===== config.mk =====
export PLATFORM = sky130hd
export DESIGN_NAME = hit_judge
export DESIGN_NICKNAME = d
export VERILOG_FILES = /design/src/rtl/hit_judge.sv
export SDC_FILE = /design/constraint.sdc
export NUM_CORES = 1
export LEC_CHECK = 0
export BUFFER_PORTS_ARGS = -buffer_cell sky130_fd_sc_hd__buf_2
export CAP_MARGIN = 20
export CORE_MARGIN = 1
export CORE_UTILIZATION = 59
export DETAILED_ROUTE_END_ITERATION = 12
export GPL_TIMING_DRIVEN = 0
export PLACE_DENSITY = 0.83
export SYNTH_ARGS = -nofsm -noshare
export SYNTH_HDL_FRONTEND = slang
export SYNTH_SLANG_ARGS = --single-unit

===== constraint.sdc =====
create_clock -name clk -period 8.75 [get_ports clk]
set_clock_uncertainty 0.2 [all_clocks]
set_input_delay 0.875 -clock clk [delete_from_list [all_inputs] [get_ports clk]]
set_output_delay 0.875 -clock clk [all_outputs]
set_load 0.01 [all_outputs]

===== src/rtl/hit_judge.sv =====
// hit_judge: judges lane-button presses against the arrow on the hit line, one
// judging window per metronome beat, and keeps score, combo and lives.
// Ports: clk, rst (async active-high), metronome_clk (async beat), state (game
//   state), arrow3 (hit-line arrow), btn (raw buttons, async) ->
//   score, combo, lives, game_over, hit_pulse, miss_pulse.
module hit_judge #(
  parameter int BeginState = 0,
  parameter int ResetState = 2,
  parameter int BLANK      = 20
) (
  input  logic        clk,
  input  logic        rst,
  input  logic        metronome_clk,
  input  logic [1:0]  state,
  input  logic [4:0]  arrow3,
  input  logic [3:0]  btn,
  output logic [13:0] score,
  output logic [6:0]  combo,
  output logic [1:0]  lives,
  output logic        game_over,
  output logic        hit_pulse,
  output logic        miss_pulse
);

  localparam logic [1:0] BEGIN_CODE = BeginState[1:0];
  localparam logic [1:0] RESET_CODE = ResetState[1:0];
  localparam logic [4:0] BLANK_CODE = BLANK[4:0];

  typedef enum logic [1:0] {IDLE, ARMED, DONE} win_t;

  logic [2:0]  met_s;
  logic        beat_tick;
  logic        tick_d1;
  logic        tick_d2;
  logic [3:0]  btn_s1;
  logic [3:0]  btn_s2;
  logic [3:0]  btn_d;
  logic [3:0]  press;
  win_t        win;
  logic [1:0]  target;
  logic        in_begin;
  logic        in_reset;
  logic        active;
  logic        press_any;
  logic        press_ok;
  logic        hit;
  logic        miss;
  logic        arrow_live;
  logic [14:0] score_sum;
  logic [13:0] score_next;
  logic [6:0]  combo_next;
  logic [1:0]  lives_next;

  // Synchronizers and edge detectors. met_s shifts in from the top, so met_s[2]
  // is the metastability stage and ~s[0] & s[1] is a rising edge of the beat.
  // tick_d2 marks the cycle where the arrow buffer's shifted output is stable.
  always_ff @(posedge clk or posedge rst) begin
    if (rst) begin
      met_s     <= '0;
      beat_tick <= 1'b0;
      tick_d1   <= 1'b0;
      tick_d2   <= 1'b0;
      btn_s1    <= '0;
      btn_s2    <= '0;
      btn_d     <= '0;
    end else begin
      met_s     <= {metronome_clk, met_s[2:1]};
      beat_tick <= ~met_s[0] & met_s[1];
      tick_d1   <= beat_tick;
      tick_d2   <= tick_d1;
      btn_s1    <= btn;
      btn_s2    <= btn_s1;
      btn_d     <= btn_s2;
    end
  end

  assign game_over = (lives == 2'd0);

  always_comb begin
    press      = btn_s2 & ~btn_d;
    in_begin   = (state == BEGIN_CODE);
    in_reset   = (state == RESET_CODE);
    active     = in_begin & ~game_over;
    press_any  = |press;
    press_ok   = (press == (4'b0001 << target));
    // A press always decides the window, even when it lands on the closing beat.
    hit        = active && (win == ARMED) && press_any && press_ok;
    miss       = active && (win == ARMED) && (press_any ? !press_ok : beat_tick);
    arrow_live = (arrow3 < 5'd4) && (arrow3 != BLANK_CODE);
    score_sum  = {1'b0, score} + ((combo >= 7'd10) ? 15'd2 : 15'd1);
    score_next = (score_sum >= 15'd9999) ? 14'd9999 : score_sum[13:0];
    combo_next = (combo >= 7'd99) ? 7'd99 : combo + 7'd1;
    lives_next = (lives == 2'd0) ? 2'd0 : lives - 2'd1;
  end

  always_ff @(posedge clk or posedge rst) begin
    if (rst) begin
      score      <= '0;
      combo      <= '0;
      lives      <= 2'd3;
      hit_pulse  <= 1'b0;
      miss_pulse <= 1'b0;
      win        <= IDLE;
      target     <= '0;
    end else begin
      hit_pulse  <= 1'b0;
      miss_pulse <= 1'b0;
      if (in_reset) begin
        score <= '0;
        combo <= '0;
        lives <= 2'd3;
        win   <= IDLE;
      end else if (in_begin) begin
        if (game_over) begin
          win <= IDLE;
        end else begin
          hit_pulse  <= hit;
          miss_pulse <= miss;
          if (hit) begin
            score <= score_next;
            combo <= combo_next;
          end
          if (miss) begin
            combo <= '0;
            lives <= lives_next;
          end
          // The closing window is judged above; a new arrow opening in the
          // same cycle replaces it.
          if (tick_d2) begin
            win    <= arrow_live ? ARMED : IDLE;
            target <= arrow3[1:0];
          end else if (hit || miss) begin
            win <= DONE;
          end
        end
      end
    end
  end

endmodule


==> results of run 1 <==
==> cell usage after synthesis, types with 4 or more instances <==
library cell | count | share of area, %
ha_1 | 5 | 2.5
a21o_1 | 5 | 1.5
nor2_1 | 19 | 2.8
dfrtp_1 | 45 | 45
o21ai_0 | 13 | 2.6
o221ai_1 | 4 | 1.4
nor3_1 | 8 | 1.6
inv_1 | 12 | 1.8
xnor2_1 | 4 | 1.4
nand2b_1 | 8 | 2.0
nand2_1 | 27 | 4.0
and2_1 | 4 | 0.99
buf_2 | 5 | 0.99
a211oi_1 | 8 | 2.4
a21oi_1 | 13 | 2.6
nor4_1 | 7 | 1.7
nand3_1 | 7 | 1.4
nor2b_1 | 6 | 1.5
==> logic make-up after synthesis <==
kind of cell             count (synthesis)  share of synthesized area (%)
XOR/XNOR                                 5                           1.74
flip-flops                              47                           46.8
AO/OA/AOI/OAI                           66                           18.0
buffers and inverters                   25                           5.37
AND/OR/NAND/NOR                        107                           23.0
multiplexers                             4                           1.74
adder cells (fa/ha/maj)                  6                           3.28
==> sequential cells by signal, indices dropped and copies added (netlist names) <==
signal	cells
beat_tick	1
btn_d	4
btn_s1	4
btn_s2	4
combo	7
hit_pulse	1
lives	2
met_s	3
miss_pulse	1
score	14
target	2
tick_d1	1
tick_d2	1
win	2
==> metal layers <==
layer | GRT usage [%] | part of all wire (%) | vias to the layer above
li1 | - | - | 1029
met1 | 37.9 | 45 | 1075
met2 | 42.3 | 47 | 82
met5 | 0 | 0 | -
met4 | 9.57 | 1.5 | 0
met3 | 6.08 | 5.8 | 8
==> worst min-delay path by stage <==
stage | endpoint
final | btn_s2[2]$_DFF_PP0_
after global routing | btn_s2[2]$_DFF_PP0_
after CTS | btn_s2[1]$_DFF_PP0_
after detailed placement | tick_d2$_DFF_PP0_
after global placement | btn_s2[2]$_DFF_PP0_
after floorplan | btn_s2[0]$_DFF_PP0_
==> layout make-up <==
| cell class | count | area [um^2] | area share (%) |
|---|---|---|---|
| Multi-Input combinational cell | 188 | 1200 | 41.6 |
| Sequential cell | 47 | 1180 | 40.7 |
| Timing Repair Buffer | 40 | 215 | 7.43 |
| Buffer | 13 | 90.1 | 3.11 |
| Clock buffer | 5 | 68.8 | 2.38 |
| Tap cell | 50 | 62.6 | 2.16 |
| Inverter | 12 | 45.0 | 1.56 |
| Clock inverter | 3 | 31.3 | 1.08 |
==> where the power goes <==
part,switching [mW],leakage [nW],internal [mW],total (mW)
registers,0.00599,0.607,0.226,0.232
logic,0.0150,0.702,0.0115,0.0265
clock network,0.0853,0.0526,0.0614,0.147
==> worst register-to-register path: stages (launching register included) <==
cell	delay (ns)
dfrtp_1	0.47
inv_1	0.07
ha_1	0.19
o31ai_1	0.18
nand2_1	0.11
inv_1	0.11
ha_1	0.19
inv_1	0.06
fa_1	0.34
buf_2	0.20
and3b_1	0.35
and3_1	0.21
o22ai_1	0.08
o221ai_1	0.28
a21boi_2	0.13
buf_6	0.16
nor3_1	0.20
o21ai_1	0.08
==> per-stage QoR <==
stage	hold WS (ns)	cell area [um^2]	worst slack (ns)	total power, mW	instances
4_1_cts	0.166	2900	5.04	0.407	358
5_1_grt	0.175	2900	4.64	0.419	358
6_report	0.159	2900	5.02	0.405	358
2_1_floorplan	0.131	2520	5.41	0.252	260
3_3_place_gp	0.133	2780	5.21	0.260	349
3_5_place_dp	0.141	2800	5.08	0.263	350
==> cell usage in the layout, fill, tap and decap left out, drive strengths merged, types with 4 or more instances in the layout <==
cell	n
xnor2	4
clkbuf	8
nor2b	6
a21o	5
a21oi	13
nand2	27
o221ai	4
a211oi	8
nor2	19
and2	4
nor3	8
buf	50
o21ai	16
nand2b	8
nand3	7
dfrtp	45
inv	15
nor4	7
ha	5
==> impl_metrics.yaml, run 1 <==
placement:
  io_buffer_count: 39
  globalplace.congestion: 0.909
  dp_hpwl_um: 3880
die:
  dieArea_mm2: 0.00453
  die_w_um: 67.3
  num_rows: 23
  num_io_pins: 40
  die_h_um: 67.3
  coreArea_mm2: 0.00406
  initial_utilization_pct: 62.0
synth:
  synth_seq_cells: 47
  synthCells: 260
  yosys_most_used_dff: "dfrtp_1"
  synth_warnings: 0
  seq_area_frac_synth_pct: 46.8
  synthDistinctLibCells: 56
  synthArstFlopShare_pct: 100
  syn_avg_cell_area_um2: 9.68
  syn-cell-area_mm2: 0.00252
  synth-edff-count: 0
  synth_nets: 280
grt:
  track_usage_pct: 27.4
  grt_pass1_vias: 1949
  grt_pass1_wl_um: 9100
  antenna_found_initial: 0
  grt-ovfl-total: 0
  grt_start_max_net_pins: 39
clock_tree:
  clock-sinks: 47
  cts_resized: 0
  postCtsHoldBufs: 0
  clockBufferDepth: 2
  path_clk_slew_ns: 0.10
  cts_inserted_buffers: 5
  cts_tree: "built"
  htreeDepth: 2
  clock_latency_ns: 0.31
  cts-root-buf: "clkbuf_8"
  cts_setup_buffers: 0
critical_path:
  cp.arrival_ns: 3.72
  start_kind: "flop"
  r2r_cells: 17
  required_ns: 8.74
  r2r_end: "score[8]$_DFFE_PP0P_"
  crit_cells: 17
  r2r_start: "combo[0]$_DFFE_PP0P_"
  critPathMaxStageDelay_ns: 0.47
  critPathSlowestCell: "dfrtp_1"
  r2r_setup_slack_ns: 5.02
  crit_top_cell: "inv_1"
  critPathTopFamily: "simple AND/OR/NAND/NOR gates"
  crit_buf_inv: 5
  endpoint_kind: "flop"
  startpoint: "combo[0]$_DFFE_PP0P_"
  critPathKind: "reg2reg"
  path_cells: "inv_1 > ha_1 > o31ai_1 > nand2_1 > inv_1 > ha_1 > inv_1 > fa_1 > buf_2 > and3b_1 > and3_1 > o22ai_1 > o221ai_1 > a21boi_2 > buf_6 > nor3_1 > o21ai_1"
  critPathMaxFanout: 10
  crit_end: "score[8]$_DFFE_PP0P_"
hold_path:
  hold_path_class: "reg2reg"
  whs_path_depth: 0
  holdCritStartpoint: "btn_s1[2]$_DFF_PP0_"
finish:
  area_growth_pct: 15.0
  num-nets-final: 327
  num_antenna_cells: 0
  drive_above_1_share_pct: 23.4
  postLayoutCoreUtil_pct: 71.4
  fill_cells: 307
sta:
  hold_viol: 0
  worstMarginPinSlew_ns: 0.607
  finalSetupTns_ns: 0
  period_needed_ns: 3.73
  rsz0062_at_grt: "no"
  final-setup-viol-count: 0
  fmax_ghz: 0.268
  slew_headroom_pct: 59.5
  period_share_pct: 42.6
  slew_violations: 0
routing:
  drtIter0Drc: 135
  routed_via_density: 6.13
  routedWlPerCell_um: 15.3
  wl_um: 5460
  ant_nets: 0
  route.detailed.drc: 0
  dr.pass1.iters: 4
  num_vias: 2194
job:
  drv_cap: 0
power_and_ir_drop:
  leakagePower_nw: 1.36
  irDropWorstVdd_uv: 145
  p_per_area_mw_per_mm2: 140
outcome:
  status: "completed"
(Power assumes the default switching activity.)
==> run 2, diff against run 1 <==
Settings changed: CORE_UTILIZATION 59 to 51, PLACE_DENSITY 0.83 to 0.76.
Clock period 8.75 ns to 3.2 ns, I/O delays scaled along.
==> run 2 against run 1 <==
Effect of this change: the run now ends with negative setup slack left; core utilization is 2.0 points lower; power increased to 2.7 times the previous value; register-to-register slack got worse by 5.1 ns; combinational power increased to 3.0 times the previous value; count of clock-buffer cells in the layout did not move; flip-flop and latch count unchanged; hold slack worse by 0.13 ns; setup slack worse by 5.1 ns; global-route usage fell by 3.1 points; critical path type unchanged; critical endpoint is now score[5]$_DFFE_PP0P_.
==> impl_metrics.yaml, run 2 (synthesis gave the netlist of run 1 again) <==
outcome:
  status: "complete, but fails checks"
  violations: "negative setup slack"
routing:
  ant_nets: 0
  routedWlPerCell_um: 15.5
  dr_wl_met2_um: 2970
  wl_met1_um: 2730
  routed-wl-met3_um: 318
  num_vias: 2276
  highest_layer: "met4"
  wl_um: 6130
  routed_via_density: 5.73
  dr.pass1.iters: 5
  drtIter0Drc: 172
  route.detailed.drc: 0
finish:
  num-nets-final: 349
  num_antenna_cells: 0
  largest_reg_flops: 14
  fill_cells: 360
  stdcell_count: 397
  area_growth_pct: 30.1
  final_cell_mix: "43 x buf_2, 43 x dfrtp_1, 27 x nand2_1"
  largest_registers: "score: 14 flops, combo: 7 flops"
  postLayoutCoreUtil_pct: 69.3
  drive_above_1_share_pct: 35.2
  top_register: "score"
  final_area_mm2: 0.00327
clock_tree:
  clockBufferDepth: 2
  clock-sinks: 47
  cts_inserted_buffers: 5
  clock_latency_ns: 0.31
  cts-root-buf: "clkbuf_8"
  path_clk_slew_ns: 0.10
  cts_tree: "built"
  htreeDepth: 2
placement:
  dp_cells: 367
  globalplace.congestion: 0.818
  dpl_cell_area_mm2: 0.00287
  dp_hpwl_um: 3970
  io_buffer_count: 39
sta:
  hold_viol: 0
  rsz0062_at_grt: "yes"
  layout_setup_ws_ns: -0.109
  final-setup-viol-count: 10
  hold_ws_ns: 0.0330
  period_share_pct: 103
  period_needed_ns: 3.31
  worstMarginPinSlew_ns: 0.579
  slew_violations: 0
  fmax_ghz: 0.302
  slew_headroom_pct: 61.1
die:
  num_rows: 25
  die_h_um: 72.3
  num_io_pins: 40
  coreArea_mm2: 0.00472
  die_w_um: 72.3
  dieArea_mm2: 0.00522
  initial_utilization_pct: 53.3
grt:
  track_usage_pct: 24.3
  grt_pass1_vias: 2097
  antenna_found_initial: 0
  grt-ovfl-total: 0
  grt_start_max_net_pins: 36
  grt_pass1_wl_um: 9770
critical_path:
  start_kind: "flop"
  r2r_end: "score[5]$_DFFE_PP0P_"
  endpoint_kind: "flop"
  critPathMaxStageDelay_ns: 0.54
  critPathMaxFanout: 5
  r2r_start: "combo[1]$_DFFE_PP0P_"
  path_cells: "ha_4 > o31ai_2 > nand2_1 > inv_2 > ha_4 > inv_2 > fa_2 > nor2b_1 > a311oi_1 > o22ai_1 > o221ai_2 > a21boi_4 > buf_6 > a211oi_2 > a21o_1"
  startpoint: "combo[1]$_DFFE_PP0P_"
  r2r_setup_slack_ns: -0.11
  critPathSlowestCell: "fa_2"
  crit_end: "score[5]$_DFFE_PP0P_"
  required_ns: 3.24
  r2r_cells: 15
  cp.arrival_ns: 3.35
  critPathKind: "reg2reg"
hold_path:
  hold_path_class: "in2reg"
  whs_path_depth: 2
power_and_ir_drop:
  leakagePower_nw: 1.47
  irDropWorstVdd_uv: 307
  p_per_area_mw_per_mm2: 338
job:
  drv_cap: 0
==> run 2: cell count changes in the layout (fill, tap and decap cells not counted), sizes merged <==
cell,previous run,this run
buf,50,66
dlygate4sd3,0,6
==> run 2: critical path: cells and delay by family (launching register included) <==
family	cells	cell delay, ns
AND/OR/NAND/NOR	2	0.18
adder cells (fa/ha/maj)	3	0.83
flip-flops	1	0.44
AO/OA/AOI/OAI	7	1.29
buffers and inverters	3	0.28
==> run 2: per-stage QoR <==
| stage | setup WS, ns | TNS, ns | power (mW) |
|---|---|---|---|
| floorplan | 0.0237 | 0 | 0.690 |
| global placement | -0.204 | -1.87 | 0.713 |
| detailed placement | -0.293 | -2.87 | 0.720 |
| CTS | -0.0918 | -0.430 | 1.12 |
| global route | -0.202 | -1.72 | 1.15 |
| finish | -0.109 | -0.722 | 1.11 |
==> run 2: layout make-up <==
| cell class | instances | area (um^2) | area share, % |
|---|---|---|---|
| multi-input cells | 188 | 1370 | 41.8 |
| inverters | 12 | 45.0 | 1.38 |
| well taps | 67 | 83.8 | 2.56 |
| clock inverters | 3 | 28.8 | 0.879 |
| flip-flops and latches | 47 | 1180 | 36.1 |
| plain buffers | 13 | 96.3 | 2.94 |
| clock buffers | 5 | 68.8 | 2.10 |
| repair buffers | 62 | 403 | 12.3 |
==> run 2: worst min path at each step <==
stage | from | endpoint | slack [ns]
6_report | arrow3[0] | target[0]$_DFFE_PP0P_ | 0.03
4_1_cts | arrow3[0] | target[0]$_DFFE_PP0P_ | 0.03
5_1_grt | arrow3[0] | target[0]$_DFFE_PP0P_ | 0.03
2_1_floorplan | btn_s1[0]$_DFF_PP0_ | btn_s2[0]$_DFF_PP0_ | 0.13
3_5_place_dp | rst | score[4]$_DFFE_PP0P_ | 0.09
3_3_place_gp | btn_s1[2]$_DFF_PP0_ | btn_s2[2]$_DFF_PP0_ | 0.13
==> run 2: timing repair <==
item,4_1_cts,5_1_grt
cloned,1,0
hold buffers,6,0
resized for setup,14,15
endpoints found under the setup margin,12,12
pin swaps,13,13
setup buffers,10,5
hold endpoints to repair,17,0
==> run 2: routing by layer <==
layer	track usage, %	up-vias
li1	-	1083
met1	32.7	1093
met2	39.3	85
met3	5.00	15
met4	8.28	0
met5	0	-
==> run 2: where the power goes <==
group	switching, mW	leakage (nW)	internal (mW)
registers	0.0160	0.603	0.618
logic	0.0425	0.817	0.0378
clock network	0.227	0.0511	0.165
total	0.285	1.47	0.821
==> run 3, diff against run 2 <==
Settings changed: CORE_MARGIN 1 to 3.
==> run 3 against run 2 <==
Effect of this change: die area up 11%; fmax up 2.5%; sequential power about the same; flip-flop and latch count unchanged; setup slack better by 0.080 ns; via count down 1.5%; design area down 0.31%; the run still ends with negative setup slack left.
==> impl_metrics.yaml, run 3 (synthesis gave the netlist of run 1 again) <==
routing:
  route.detailed.drc: 0
  dr.pass1.iters: 4
  routed_via_density: 5.72
  ant_nets: 0
  routedWlPerCell_um: 15.7
  drtIter0Drc: 139
  num_vias: 2242
  wl_um: 6150
sta:
  hold_ws_ns: 0.0369
  final-setup-viol-count: 5
  fmax_ghz: 0.310
  rsz0062_at_grt: "yes"
  hold_viol: 0
  period_share_pct: 101
  slew_headroom_pct: 51.1
  layout_setup_ws_ns: -0.0284
  worstMarginPinSlew_ns: 0.728
  finalSetupTns_ns: -0.118
  slew_violations: 0
  period_needed_ns: 3.23
finish:
  top_register: "score"
  num_antenna_cells: 0
  final_area_mm2: 0.00326
  drive_above_1_share_pct: 35.5
  num-nets-final: 346
  stdcell_count: 392
  largest_reg_flops: 14
  area_growth_pct: 29.7
  largest_registers: "score: 14 flops, combo: 7 flops"
  final_cell_mix: "43 x buf_2, 43 x dfrtp_1, 26 x nand2_1"
placement:
  io_buffer_count: 39
  globalplace.congestion: 0.869
  dpl_cell_area_mm2: 0.00286
  place_ws_ns: -0.279
  dp_hpwl_um: 3990
  dp_cells: 365
die:
  num_rows: 24
  num_io_pins: 40
  dieArea_mm2: 0.00581
  initial_utilization_pct: 55.2
  die_h_um: 76.3
  die_w_um: 76.3
  coreArea_mm2: 0.00456
critical_path:
  cp.arrival_ns: 3.23
  critPathMaxStageDelay_ns: 0.43
  critPathSlowestCell: "fa_2"
  critPathMaxFanout: 5
  r2r_start: "combo[0]$_DFFE_PP0P_"
  start_kind: "flop"
  r2r_setup_slack_ns: -0.03
  endpoint_kind: "flop"
  path_cells: "inv_1 > ha_4 > o31ai_4 > nand2_2 > inv_2 > ha_4 > inv_2 > fa_2 > nand3b_1 > a22o_1 > a21oi_2 > o221ai_2 > a21boi_4 > buf_6 > a211oi_2 > a21o_1"
  critPathKind: "reg2reg"
  required_ns: 3.20
  r2r_end: "score[5]$_DFFE_PP0P_"
  r2r_cells: 16
clock_tree:
  cts_tree: "built"
  cts-root-buf: "clkbuf_8"
  clockBufferDepth: 2
  cts_inserted_buffers: 5
  htreeDepth: 2
  clock_latency_ns: 0.31
  clock-sinks: 47
  path_clk_slew_ns: 0.10
grt:
  grt-ovfl-total: 0
  antenna_found_initial: 0
  track_usage_pct: 21.0
  grt_start_max_net_pins: 42
  grt_pass1_wl_um: 10100
  grt_pass1_vias: 2130
outcome:
  violations: "negative setup slack"
  status: "complete, but fails checks"
power_and_ir_drop:
  irDropWorstVdd_uv: 362
  leakagePower_nw: 1.49
  p_per_area_mw_per_mm2: 339
hold_path:
  worst_hold_path.endpoint: "target[0]$_DFFE_PP0P_"
  hold_path_class: "in2reg"
  holdCritStartpoint: "arrow3[0]"
  whs_path_depth: 2
job:
  drv_cap: 0
run 3: cell count changes in the layout (fill, tap and decap cells not counted), moves of 2 or more:
cell    change
buf_4       -3
nor2_2      -2
nor2_4      +2
nor3_2      +2
run 3: how the worst max path moves through the flow:
stage / depth (start not counted) / from / to
global placement: 16 / combo[0]$_DFFE_PP0P_ / score[1]$_DFFE_PP0P_
global route: 16 / combo[0]$_DFFE_PP0P_ / score[6]$_DFFE_PP0P_
CTS: 16 / combo[1]$_DFFE_PP0P_ / score[6]$_DFFE_PP0P_
detailed placement: 17 / combo[0]$_DFFE_PP0P_ / score[1]$_DFFE_PP0P_
finish: 16 / combo[0]$_DFFE_PP0P_ / score[5]$_DFFE_PP0P_
floorplan: 17 / combo[0]$_DFFE_PP0P_ / score[8]$_DFFE_PP0P_
run 3: worst max-delay path: cells and delay by family, from the launching register on:
family / cells / cell delay, ns
adders and majority gates: 3 / 0.73
buffers and inverters: 4 / 0.35
AOI/OAI and AO/OA: 7 / 1.21
DFF: 1 / 0.38
and+or+nand+nor: 2 / 0.27
run 3: through the flow:
stage | power, mW | util [%]
after global routing | 1.16 | 71.5
final | 1.11 | 71.5
after floorplan | 0.690 | -
after CTS | 1.12 | 69.5
after global placement | 0.712 | 62.3
after detailed placement | 0.719 | 62.7
run 3: power breakdown:
part / leakage, nW / internal (mW) / switching [mW]
combinational: 0.834 / 0.0380 / 0.0425
clock: 0.0511 / 0.165 / 0.226
sequential: 0.603 / 0.618 / 0.0171
total: 1.49 / 0.821 / 0.285
run 3: layout make-up:
cell class              instances  area, um^2
inverters                      12        45.0
repair buffers                 59         380
clock buffers                   5        68.8
fillers                       345        1300
plain buffers                  13        96.3
clock inverters                 3        28.8
well taps                      65        81.3
flip-flops and latches         47        1180
multi-input cells             188        1380
run 3: timing repair:
item,4_1_cts,5_1_grt
hold endpoints to repair,50,0
cloned,1,0
buffers inserted,8,4
setup endpoints to repair,12,13
gates resized for setup,19,14
pin swaps,16,14
hold buffers,6,0
run 3: metal layers:
| metal | part of all wire [%] | track usage (%) | routed length (um) |
|---|---|---|---|
| met5 | 0 | 0 | 0 |
| met4 | 0.90 | 4.53 | 55 |
| met3 | 6.0 | 4.26 | 368 |
| met2 | 48 | 33.3 | 2970 |
| met1 | 45 | 30.0 | 2750 |
